**config.mk**
```make
export PLATFORM = sky130hd
export DESIGN_NAME = mem_bus_if
export DESIGN_NICKNAME = d
export VERILOG_FILES = /design/src/rtl/mem_bus_if.sv
export SDC_FILE = /design/constraint.sdc
export NUM_CORES = 1
export LEC_CHECK = 0
export ABC_AREA = 1
export BUFFER_PORTS_ARGS = -buffer_cell sky130_fd_sc_hd__buf_2
export CORE_ASPECT_RATIO = 0.9
export CORE_MARGIN = 1.5
export CORE_UTILIZATION = 40
export CTS_CLUSTER_SIZE = 25
export DETAILED_ROUTE_END_ITERATION = 16
export HOLD_SLACK_MARGIN = 0.12
export PLACE_DENSITY = 0.74
export RECOVER_POWER = 100
export REMOVE_ABC_BUFFERS = 1
export SYNTH_ARGS = -nofsm -noshare
export SYNTH_HDL_FRONTEND = slang
export SYNTH_SLANG_ARGS = --single-unit
```
**constraint.sdc**
```tcl
create_clock -name clk -period 1.68 [get_ports clk]
set_clock_uncertainty 0.1 [all_clocks]
set_input_delay 0.168 -clock clk [delete_from_list [all_inputs] [get_ports clk]]
set_output_delay 0.168 -clock clk [all_outputs]
set_load 0.01 [all_outputs]
```
**src/rtl/mem_bus_if.sv**
```systemverilog
// mem_bus_if: MEM-stage data master for a Wishbone-style bus.
// Stalls the pipeline until ack, and abandons on flush or timeout.
module mem_bus_if #(
  parameter int STAGE_IDX = 4,
  parameter int TIMEOUT   = 255
) (
  input  logic        clk,
  input  logic        rst,
  input  logic [5:0]  stall_i,
  input  logic        flush_i,
  input  logic        cpu_ce_i,
  input  logic        cpu_we_i,
  input  logic [31:0] cpu_addr_i,
  input  logic [3:0]  cpu_sel_i,
  input  logic [31:0] cpu_data_i,
  output logic [31:0] cpu_data_o,
  output logic        stallreq,
  output logic        bus_err_o,
  input  logic [31:0] wb_data_i,
  input  logic        wb_ack_i,
  output logic [31:0] wb_addr_o,
  output logic [31:0] wb_data_o,
  output logic [3:0]  wb_sel_o,
  output logic        wb_we_o,
  output logic        wb_stb_o,
  output logic        wb_cyc_o
);

  typedef enum logic [1:0] {
    IDLE       = 2'd0,
    BUSY       = 2'd1,
    WAIT_STALL = 2'd2
  } state_e;

  localparam logic [7:0] CNT_LAST = 8'(TIMEOUT - 1);

  state_e      state_q, state_d;
  logic        cyc_q, cyc_d;
  logic        stb_q, stb_d;
  logic        we_q, we_d;
  logic [31:0] addr_q, addr_d;
  logic [31:0] data_q, data_d;
  logic [3:0]  sel_q, sel_d;
  logic [31:0] rd_buf_q, rd_buf_d;
  logic [7:0]  cnt_q, cnt_d;
  logic        err_q, err_d;

  logic        hold_stage;

  assign hold_stage = stall_i[STAGE_IDX];

  always_ff @(posedge clk) begin
    if (!rst) begin
      state_q  <= IDLE;
      cyc_q    <= 1'b0;
      stb_q    <= 1'b0;
      we_q     <= 1'b0;
      addr_q   <= 32'd0;
      data_q   <= 32'd0;
      sel_q    <= 4'd0;
      rd_buf_q <= 32'd0;
      cnt_q    <= 8'd0;
      err_q    <= 1'b0;
    end else begin
      state_q  <= state_d;
      cyc_q    <= cyc_d;
      stb_q    <= stb_d;
      we_q     <= we_d;
      addr_q   <= addr_d;
      data_q   <= data_d;
      sel_q    <= sel_d;
      rd_buf_q <= rd_buf_d;
      cnt_q    <= cnt_d;
      err_q    <= err_d;
    end
  end

  always_comb begin
    state_d  = state_q;
    cyc_d    = cyc_q;
    stb_d    = stb_q;
    we_d     = we_q;
    addr_d   = addr_q;
    data_d   = data_q;
    sel_d    = sel_q;
    rd_buf_d = rd_buf_q;
    cnt_d    = cnt_q;
    err_d    = 1'b0;
    unique case (state_q)
      IDLE: begin
        if (cpu_ce_i && !flush_i) begin
          cyc_d   = 1'b1;
          stb_d   = 1'b1;
          we_d    = cpu_we_i;
          addr_d  = cpu_addr_i;
          data_d  = cpu_data_i;
          sel_d   = cpu_sel_i;
          cnt_d   = 8'd0;
          state_d = BUSY;
        end
      end
      BUSY: begin
        if (flush_i) begin
          cyc_d   = 1'b0;
          stb_d   = 1'b0;
          we_d    = 1'b0;
          state_d = IDLE;
        end else if (wb_ack_i) begin
          cyc_d    = 1'b0;
          stb_d    = 1'b0;
          we_d     = 1'b0;
          addr_d   = 32'd0;
          data_d   = 32'd0;
          sel_d    = 4'd0;
          rd_buf_d = wb_data_i;
          state_d  = hold_stage ? WAIT_STALL : IDLE;
        end else if (cnt_q == CNT_LAST) begin
          cyc_d   = 1'b0;
          stb_d   = 1'b0;
          err_d   = 1'b1;
          state_d = IDLE;
        end else begin
          cnt_d = cnt_q + 8'd1;
        end
      end
      WAIT_STALL: begin
        // result already taken; only wait for the pipeline to move on
        if (flush_i || !hold_stage) begin
          state_d = IDLE;
        end
      end
      default: state_d = IDLE;
    endcase
  end

  always_comb begin
    stallreq   = 1'b0;
    cpu_data_o = 32'd0;
    unique case (state_q)
      IDLE: stallreq = cpu_ce_i & ~flush_i;
      BUSY: begin
        if (flush_i) begin
          stallreq = 1'b0;
        end else if (wb_ack_i) begin
          cpu_data_o = we_q ? 32'd0 : wb_data_i;
        end else begin
          stallreq = 1'b1;
        end
      end
      WAIT_STALL: cpu_data_o = rd_buf_q;
      default: ;
    endcase
  end

  assign wb_addr_o = addr_q;
  assign wb_data_o = data_q;
  assign wb_sel_o  = sel_q;
  assign wb_we_o   = we_q;
  assign wb_stb_o  = stb_q;
  assign wb_cyc_o  = cyc_q;
  assign bus_err_o = err_q;

endmodule

```
==> key figures, run 1 <==
Synthesis
  • Synth warnings: 0
  • #FFs+latches synth: ~110
  • Synth Area per Inst: 7.17 um^2
  • Netlist Area Pre-Place: 0.00481 mm^2
  • Synth Area in XOR/XNOR: 0
  • Seq/Total Area, Yosys: 0.471
  • Synth Area in Adders: 0.0156
  • Multiplexer share of the synthesized area: 0
  • Ranking of synthesized cells by area: dfxtp_1, nand2_1, a21oi_1, nand3_1, buf_6
  • Post-synthesis cell type with the largest combined area: dfxtp_1
  • Post-Synthesis Cells: 670
  • Simple-gate portion of the synthesized area: 0.284
  • Synth unique cells: 24
  • Compound-gate portion of the synthesized area: 0.160
  • Yosys top cell area share: 0.471
  • Main combinational cell family by area after synthesis: simple AND/OR/NAND/NOR gates

Clock tree
  • Clk buf depth: 2
  • CTS Buf Count: 17
  • CTS Root Cell: clkbuf_16
  • Later-pin clock latency in the skew report: approximately 0.42 ns
  • Clock transition at path regs: about 0.06 ns
  • Clock tree sinks: roughly 110
  • CTS tree: built
  • Htree depth: 4

STA
  • Relative slew slack: 0.707
  • RSZ-0062 raised after global routing: yes
  • Setup TNS Final: -25.59 ns
  • # setup viols final: around 110
  • Final WS setup: -0.414 ns
  • Final Cycle Share: 1.25
  • Min Tclk post-route: between 2 and 2.5 ns
  • Slew Viols, Final: 0
  • Hold Vio Cnt, Final: 0
  • Fmax achieved: approximately 480 MHz
  • Worst Max-Slew Pin Slew: approximately 0.44 ns

Run status
  • Violated checks: setup timing
  • Status: complete, but fails checks

Route
  • Vias per std cell: around 5.7
  • Post-route ant nets: 0
  • Initial DRC count: 730
  • WL final: approximately 26,000 um
  • Drt first pass iters: 5
  • Vias: approximately 7,000
  • DR DRC count: 0
  • Drt wl/cell: around 22 um

Worst setup path
  • R2r startpoint: state_q[1]
  • Data arrival time of the worst path: approximately 1.8 ns
  • Crit path required time: 1.41 ns
  • Worst Reg2Reg Path Length in Cells: 12
  • Crit-path slowest cell: dfxtp_2
  • Worst path max stage delay: ~0.32 ns
  • Register-to-register setup slack: -0.32 ns
  • CP Max Fanout: 9
  • Buf/Inv on CP: 4
  • CP Cell Sequence: inv_2 > ha_4 > nand2_4 > nor2_4 > buf_12 > buf_12 > nand3_1 > a21oi_2 > buf_2
  • Worst path most repeated cell: buf_12
  • WS Path Type: flop to output pin
  • R2r endpoint: wb_addr_o[24]
  • Setup crit end kind: output pin
  • Launch point of the worst path: state_q[1]
  • Startpoint class of the critical path: flop
  • Crit path max-delay family: buffers and inverters

Power
  • Combinational Power Share: 0.483
  • Pwr/cell area: 1370 mW/mm^2
  • Final Total Pwr: ~13 mW
  • Switching share of power: 0.383
  • Power share of the sequential group: 0.250
  • Max IR drop VDD: 1030 uV
  • Pleak: just under 4 nW
  • Clk pwr share: 0.267
  • Cell-internal power: about 8.2 mW
  • Psw: 5.10 mW

Floorplanning
  • Core Region: roughly 0.012 mm^2
  • Die Span Y: between 100 and 150 um
  • Initial core utilization: 0.415
  • IO Pins: approximately 220
  • Die width: 119 um
  • Die ar.: ~0.013 mm^2
  • Rows: 37

Layout
  • Final Instance Area: about 0.0097 mm^2
  • P&R area growth vs syn: 102%
  • Fill cell count: 600
  • Final net count: around 1,200
  • Layout cells sized above 1: 0.444

Placed design
  • Pre-CTS setup slack: -0.0798 ns
  • Dpl hpwl: just over 9000 um
  • I/O Buffers: about 210
  • Final RePlAce weighted congestion: roughly 0.81
  • Area after DPL: approximately 0.0062 mm^2

GRT
  • Overflow after GRT: 0
  • GRT Overall Usage: 0.324
  • Initial antenna violation count: 2
  • Pin count of the biggest net entering global routing: 38
  • Vias in the first global route: roughly 6,400
  • Global-route wire length before repair: 32,200 um

Worst hold path
  • Hold Crit Endpoint: bus_err_o
  • Hold path cells: 4
  • Min-Delay Path Class: input pin to flop
  • Hold Startpoint: flush_i

Job
  • Max Cap Viol: 0
-- flip-flops by register name, summed over array words and instances (netlist names), 2 cells and up --
register   cells
wb_sel_o       4
cnt_q          8
state_q        2
rd_buf_q      32
wb_addr_o     32
wb_data_o     32
-- cells in the mapped netlist, drive strengths merged --
master and number:
nand4 3, o21ai 3, o211ai 1, nor3b 1
a21oi 146, nor3 3, buf 22, inv 19
clkbuf 25, nor2 19, nand2 265, nand3 44
ha 6, dfxtp 113
-- what timing repair did --
action,in CTS,in global routing
gates cloned,15,10
gates resized for setup,61,255
hold buffers,103,1
setup buffers,15,28
pin swaps,9,63
setup endpoints to repair,107,127
endpoints found under the hold margin,107,1
-- power by group through the flow --
stage | logic, mW | clock network (mW) | registers [mW]
finish | 6.43 | 3.56 | 3.34
global route | 6.60 | 3.68 | 3.35
CTS | 4.69 | 3.49 | 3.18
detailed placement | 2.89 | 0 | 3.21
global placement | 2.88 | 0 | 3.21
floorplan | 1.31 | 0 | 3.33
-- placed cells by master, fill, tap and decap left out, types with 4 or more instances in the layout --
cell and instances:
a21oi_1 67, a21oi_2 77, buf_12 27, buf_16 8
buf_2 138, buf_4 32, buf_6 13, buf_8 4
clkbuf_1 73, clkbuf_16 26, clkinv_4 7, dfxtp_1 111
dlygate4sd3_1 104, inv_1 11, inv_2 4, nand2_1 164
nand2_2 57, nand2_4 43, nand3_1 36, nand3_2 5
nor2_1 13, nor2_4 4
-- worst max path at each step --
stage	end	slack [ns]	depth (start not counted)
finish	cpu_data_o[30]	-0.41	9
global route	cpu_data_o[13]	-0.51	9
CTS	cpu_data_o[12]	-0.40	9
detailed placement	wb_data_o[17]	-0.08	10
global placement	cnt_q[7]	-0.05	9
floorplan	rd_buf_q[0]	-2.74	7
-- logic make-up after synthesis --
group,Yosys count
AO/OA/AOI/OAI,150
adder cells (fa/ha/maj),6
flip-flops,113
AND/OR/NAND/NOR,335
buffers and inverters,66
-- worst reg2reg max path, cell delays in order, from the launching register on --
cell and delay [ns]:
dfxtp_2 0.32, inv_2 0.07, ha_4 0.15, buf_4 0.12
buf_8 0.13, nand2_4 0.07, buf_6 0.13, o211ai_4 0.08
buf_12 0.17, buf_12 0.15, buf_12 0.17, nand2_2 0.13
a21oi_2 0.17
-- layout make-up --
class | count | area (um^2) | share of cell area
Timing Repair Buffer | 408 | 3470 | 0.357
Multi-Input combinational cell | 491 | 3110 | 0.320
Sequential cell | 113 | 2260 | 0.233
Clock buffer | 19 | 443 | 0.0456
Tap cell | 156 | 195 | 0.0201
Clock inverter | 13 | 131 | 0.0135
Inverter | 19 | 87.6 | 0.00903
Antenna cell | 2 | 5.00 | 0.000516
-- layer usage --
metal  GRT usage  wire, um  vias to the layer above
met2       0.575     12700                      633
met1       0.350      9040                     3221
met4       0.206      1930                        0
met3      0.0771      2640                      173
met5           0         0                        -
li1            -         -                     2952
-- through the flow --
step / cells / utilization / hold WS, ns
floorplan: 623 / - / 0.188
global placement: 1026 / 0.538 / 0.323
detailed placement: 1026 / 0.538 / 0.324
CTS: 1189 / 0.742 / 0.0856
global route: 1221 / 0.838 / 0.124
finish: 1221 / 0.838 / 0.112
(Power assumes the default switching activity.)
==> run 2: changes to the inputs <==
Settings changed: CTS_BUF_LIST set to sky130_fd_sc_hd__clkbuf_16, REMOVE_ABC_BUFFERS 1 to not set.
==> run 2 against run 1 <==
  * The flow still finishes with violations (setup timing)
  * Register-to-register slack better by 0.05 ns
  * Hold slack got worse by 0.0072 ns
  * Highest routed layer unchanged
  * Flip-flop and latch count unchanged
  * Utilization decreased by 1.1 points
  * Critical endpoint is now cpu_data_o[18]
  * Maximum frequency increased by 1.5%
  * Total power shrank 3.0%
  * Cell count decreased by 0.57%
  * Worst setup slack improved by 0.032 ns
  * Largest power group unchanged
  * Clock power up 3%
  * First-iteration DRC count shrank 40%
  * Die area unchanged
  * Clock-buffer cell count fell by 2
==> key figures, run 2 (synthesis results as in run 1) <==
Worst setup path
  • CP Max Fanout: 8
  • Setup crit end kind: output pin
  • Crit path max-delay family: buffers and inverters
  • Worst path max stage delay: 0.32 ns
  • Crit-path slowest cell: dfxtp_2
  • CP Cell Sequence: inv_2 > ha_4 > nand2_4 > nor2_4 > buf_12 > buf_12 > nand3_4 > a21oi_2 > buf_2
  • Data arrival time of the worst path: roughly 1.8 ns
  • Startpoint class of the critical path: flop
  • Crit path required time: about 1.4 ns
  • Worst path most repeated cell: buf_12
  • Buf/Inv on CP: 4
  • WS Path Type: flop to output pin

Power
  • Psw: roughly 4.7 mW
  • Clk pwr share: 0.282
  • Combinational Power Share: 0.463
  • Pwr/cell area: roughly 1300 mW/mm^2
  • Max IR drop VDD: roughly 970 uV
  • Cell-internal power: approximately 8 mW
  • Switching share of power: 0.365
  • Final Total Pwr: 12.9 mW
  • Pleak: ~3.8 nW
  • Power share of the sequential group: 0.255

Floorplanning
  • Core Region: 0.0116 mm^2
  • Initial core utilization: 0.415
  • Die Span Y: 107 um
  • Rows: 37
  • Die ar.: 0.0127 mm^2
  • IO Pins: ~220
  • Die width: 119 um

Run status
  • Status: complete, but fails checks
  • Violated checks: setup timing

Clock tree
  • CTS tree: built
  • Clock transition at path regs: 0.06 ns
  • Htree depth: 4
  • Clock tree sinks: 113
  • Clk buf depth: 2
  • Cts hold-fix bufs: around 100
  • Later-pin clock latency in the skew report: 0.41 ns
  • CTS Root Cell: clkbuf_16
  • CTS Buf Count: 17

STA
  • Min Tclk post-route: 2.06 ns
  • Slew Viols, Final: 0
  • # setup viols final: around 110
  • Fmax achieved: 485 MHz
  • Hold Vio Cnt, Final: 0
  • Final WS setup: -0.382 ns
  • Relative slew slack: 0.696
  • Worst Max-Slew Pin Slew: roughly 0.45 ns
  • RSZ-0062 raised after global routing: yes
  • Final Cycle Share: 1.23

Job
  • Max Cap Viol: 0

Route
  • Vias: ~6,500
  • Post-route ant nets: 0
  • WL final: 22,800 um
  • Drt wl/cell: approximately 19 um
  • Vias per std cell: roughly 5.3
  • Drt first pass iters: 5
  • DR DRC count: 0
  • Initial DRC count: approximately 440

GRT
  • Vias in the first global route: 5,869
  • Global-route wire length before repair: roughly 28,000 um
  • Initial antenna violation count: 0
  • Overflow after GRT: 0
  • GRT Overall Usage: 0.279
  • Pin count of the biggest net entering global routing: 54

Placed design
  • Pre-CTS setup slack: -0.0283 ns
  • Dpl hpwl: 9260 um
  • I/O Buffers: 211
  • Final RePlAce weighted congestion: around 0.80

Layout
  • P&R area growth vs syn: 99.2%
  • Register area: about 0.0023 mm^2
  • Multi-input logic area: approximately 0.0031 mm^2
  • Commonest non-fill, non-tap cell in the layout: nand2_1
  • Layout cells sized above 1: 0.437
  • Fill cell count: 665
  • Most frequent cells in the layout: nand2_1, buf_2, dfxtp_1, dlygate4sd3_1, a21oi_2
  • Final net count: about 1,200

Synthesis
  • Syn Nets: 788

Worst hold path
  • Min-Delay Path Class: input pin to flop
==> run 2: cell count changes in the layout (fill, tap and decap cells not counted), moves of 3 or more <==
cell,previous run,this run
nand2_2,57,34
nand2_1,164,184
a21oi_2,77,95
a21oi_1,67,50
buf_12,27,18
buf_6,13,18
clkinv_4,7,2
nand2_4,43,46
==> run 2: path summary, 6_finish.rpt <==
kind	slack, ns	depth (start not counted)	to	start
setup / recovery	-0.38	9	cpu_data_o[18]	state_q[1]
hold / removal	0.10	4	bus_err_o	flush_i
setup reg to reg	-0.27	13	wb_addr_o[9]	state_q[1]
hold reg to reg	0.36	2	wb_addr_o[5]	wb_addr_o[5]
==> run 2: per-stage QoR <==
| step | setup TNS [ns] | utilization | hold WS [ns] | cell area [um^2] | std cells |
|---|---|---|---|---|---|
| floorplan | 0 | - | 0.188 | 4930 | 670 |
| global placement | -0.00510 | 0.547 | 0.321 | 6330 | 1027 |
| detailed placement | -0.0605 | 0.547 | 0.328 | 6330 | 1027 |
| CTS | -20.12 | 0.733 | 0.144 | 8480 | 1181 |
| global route | -31.99 | 0.827 | 0.125 | 9570 | 1213 |
| finish | -25.46 | 0.827 | 0.105 | 9570 | 1214 |
==> run 2: timing repair <==
item                                    in CTS  in global routing
pin swaps                                   10                 82
gates cloned                                11                 11
buffers inserted                            10                 24
hold endpoints to repair                   107                  1
endpoints found under the setup margin      42                116
gates resized for setup                     31                236
==> run 2: cell type report <==
class / count / area share
Antenna cell: 1 / 0.000261
Clock buffer: 17 / 0.0444
Clock inverter: 14 / 0.0174
Inverter: 19 / 0.00771
Multi-Input combinational cell: 491 / 0.325
Sequential cell: 113 / 0.237
Tap cell: 156 / 0.0204
Timing Repair Buffer: 403 / 0.348
==> run 2: worst register-to-register path, stage by stage, from the launching register on <==
cell	delay (ns)
dfxtp_2	0.33
inv_2	0.04
ha_4	0.17
buf_4	0.13
buf_6	0.12
buf_6	0.12
nand2_4	0.06
nand2_4	0.06
o211ai_4	0.10
buf_6	0.16
buf_6	0.13
clkbuf_16	0.18
nand2_4	0.05
a21oi_2	0.14
==> run 2: power by group through the flow <==
stage | combinational, mW | clock (mW) | sequential, mW
floorplan | 1.69 | 0 | 3.33
global placement | 2.97 | 0 | 3.21
detailed placement | 2.99 | 0 | 3.22
CTS | 4.38 | 3.65 | 3.17
global route | 6.23 | 3.77 | 3.32
finish | 5.98 | 3.65 | 3.29
==> run 2: per-layer routing <==
metal | routed length (um) | vias up | global-route usage
met5 | 0 | - | 0
met4 | 1050 | 0 | 0.144
met3 | 1520 | 98 | 0.0553
met2 | 11600 | 381 | 0.494
met1 | 8600 | 3065 | 0.320
li1 | - | 2942 | -
==> run 3: changes to the inputs <==
Settings changed: CORE_UTILIZATION 40 to 35, PLACE_DENSITY 0.74 to 0.67, RECOVER_POWER 100 to not set.
==> run 3 against run 2 <==
  * The flow still finishes with violations (setup timing)
  * Die area increased by 14%
  * Clock power decreased by 3%
  * Hold slack improved by 0.049 ns
  * Cell count decreased by 0.49%
  * Wire length decreased by 10%
  * Final area decreased by 1.9%
  * Total power decreased by 3.1%
  * Critical path type unchanged
==> key figures, run 3 (synthesis results as in run 1) <==
Floorplanning
  • Die width: roughly 130 um
  • Die Span Y: 114 um
  • Initial core utilization: 0.360
  • Rows: 40
  • Die ar.: ~0.014 mm^2
  • IO Pins: 217
  • Core Region: roughly 0.013 mm^2

Worst hold path
  • Hold path cells: 5
  • Min-Delay Path Class: input pin to flop
  • Hold Startpoint: flush_i
  • Hold Crit Endpoint: bus_err_o

GRT
  • Pin count of the biggest net entering global routing: 50
  • Initial antenna violation count: 0
  • GRT Overall Usage: 0.243
  • Overflow after GRT: 0
  • Vias in the first global route: 5,708
  • Global-route wire length before repair: 27,900 um

Worst setup path
  • Startpoint class of the critical path: flop
  • R2r startpoint: state_q[1]
  • Data arrival time of the worst path: 1.85 ns
  • R2r endpoint: wb_data_o[19]
  • Setup crit end kind: output pin
  • Worst Reg2Reg Path Length in Cells: 10
  • Register-to-register setup slack: -0.15 ns
  • Crit path required time: roughly 1.4 ns
  • CP Max Fanout: 6
  • WS Path Type: flop to output pin

Route
  • Drt first pass iters: 5
  • WL final: 20,400 um
  • Initial DRC count: slightly below 500
  • Vias: between 6,000 and 7,000
  • Drt wl/cell: approximately 17 um
  • Post-route ant nets: 0
  • Vias per std cell: slightly above 5
  • DR DRC count: 0

Layout
  • Ant diodes: 0
  • Fill cell count: 943
  • Final net count: between 1,000 and 1,500
  • Most frequent cells in the layout: buf_2, nand2_1, dfxtp_1, dlygate4sd3_1, a21oi_2
  • Layout cells sized above 1: 0.481
  • P&R area growth vs syn: 95.4%
  • Commonest non-fill, non-tap cell in the layout: buf_2
  • Fin util: 0.703

Clock tree
  • Clk buf depth: 2
  • Htree depth: 4
  • CTS Root Cell: clkbuf_16
  • Clock transition at path regs: roughly 0.05 ns
  • Later-pin clock latency in the skew report: 0.41 ns
  • CTS tree: built
  • Clock tree sinks: 113
  • CTS Buf Count: 17

STA
  • Fmax achieved: 473 MHz
  • Final Cycle Share: 1.26
  • # setup viols final: roughly 110
  • Final WS setup: -0.436 ns
  • Hold Vio Cnt, Final: 0
  • Relative slew slack: 0.726
  • RSZ-0062 raised after global routing: yes
  • Worst Max-Slew Pin Slew: between 0.4 and 0.5 ns
  • Setup TNS Final: -18.73 ns
  • Slew Viols, Final: 0
  • Min Tclk post-route: ~2.1 ns

Power
  • Max IR drop VDD: 700 uV
  • Pwr/cell area: about 1300 mW/mm^2
  • Pleak: 3.93 nW

Synthesis
  • Syn Nets: about 800

Run status
  • Violated checks: setup timing
  • Status: complete, but fails checks

Placed design
  • I/O Buffers: roughly 210
  • Pre-CTS setup slack: -0.0206 ns
  • Final RePlAce weighted congestion: 0.802
  • Dpl hpwl: about 9400 um

Job
  • Max Cap Viol: 0
## run 3: routing by layer
| metal | vias to the layer above | share of wire | routed length, um | GRT usage |
|---|---|---|---|---|
| met5 | - | 0 | 0 | 0 |
| met4 | 0 | 0.036 | 739 | 0.136 |
| met3 | 66 | 0.063 | 1290 | 0.0621 |
| met2 | 283 | 0.50 | 10200 | 0.394 |
| met1 | 2900 | 0.40 | 8220 | 0.295 |
| li1 | 2907 | - | - | - |
## run 3: critical path, cell delays in order, from the launching register on
cell       delay [ns]
dfxtp_2          0.32
inv_2            0.07
ha_4             0.16
nand2_4          0.06
nor2_4           0.13
buf_6            0.15
clkbuf_16        0.15
nand3_1          0.10
a21oi_2          0.15
buf_2            0.14
## run 3: where the power goes
part	switching (mW)	internal, mW	leakage [nW]	total [mW]
sequential	0.271	3.02	0.917	3.29
clock	1.26	2.28	0.276	3.54
combinational	2.98	2.71	2.73	5.69
total	4.50	8.01	3.93	12.5
## run 3: area by class of cell
class,count,area [um^2],area share
clock buffer,17,425,0.0453
clock inverter,14,148,0.0157
inverter,19,82.6,0.00879
multi-input combinational,491,3070,0.327
sequential,113,2260,0.241
tap,168,210,0.0224
timing repair buffer,386,3190,0.340
## run 3: through the flow
| step | hold slack (ns) | area [um^2] | instances | power (mW) |
|---|---|---|---|---|
| after CTS | 0.117 | 8460 | 1196 | 11.0 |
| after global routing | 0.159 | 9390 | 1208 | 13.0 |
| final | 0.154 | 9390 | 1208 | 12.5 |
| after global placement | 0.322 | 6350 | 1036 | 6.25 |
| after floorplan | 0.188 | 4930 | 670 | 5.02 |
| after detailed placement | 0.326 | 6350 | 1036 | 6.27 |
## run 3: worst max-delay path by stage
stage	start	to	slack, ns
2_1_floorplan	state_q[1]	cpu_data_o[12]	0.01
3_3_place_gp	state_q[1]	wb_data_o[30]	0.03
3_5_place_dp	state_q[0]	wb_data_o[25]	-0.02
4_1_cts	state_q[1]	cpu_data_o[0]	-0.37
5_1_grt	state_q[1]	cpu_data_o[4]	-0.52
6_report	state_q[1]	cpu_data_o[4]	-0.44
## run 3: what timing repair did
action / 4_1_cts / 5_1_grt
cloned: 10 / 10
resized for setup: 31 / 198
endpoints found under the setup margin: 101 / 136
buffers inserted: 16 / 5
hold buffers: 103 / 0
endpoints found under the hold margin: 107 / 0
pin swaps: 9 / 51
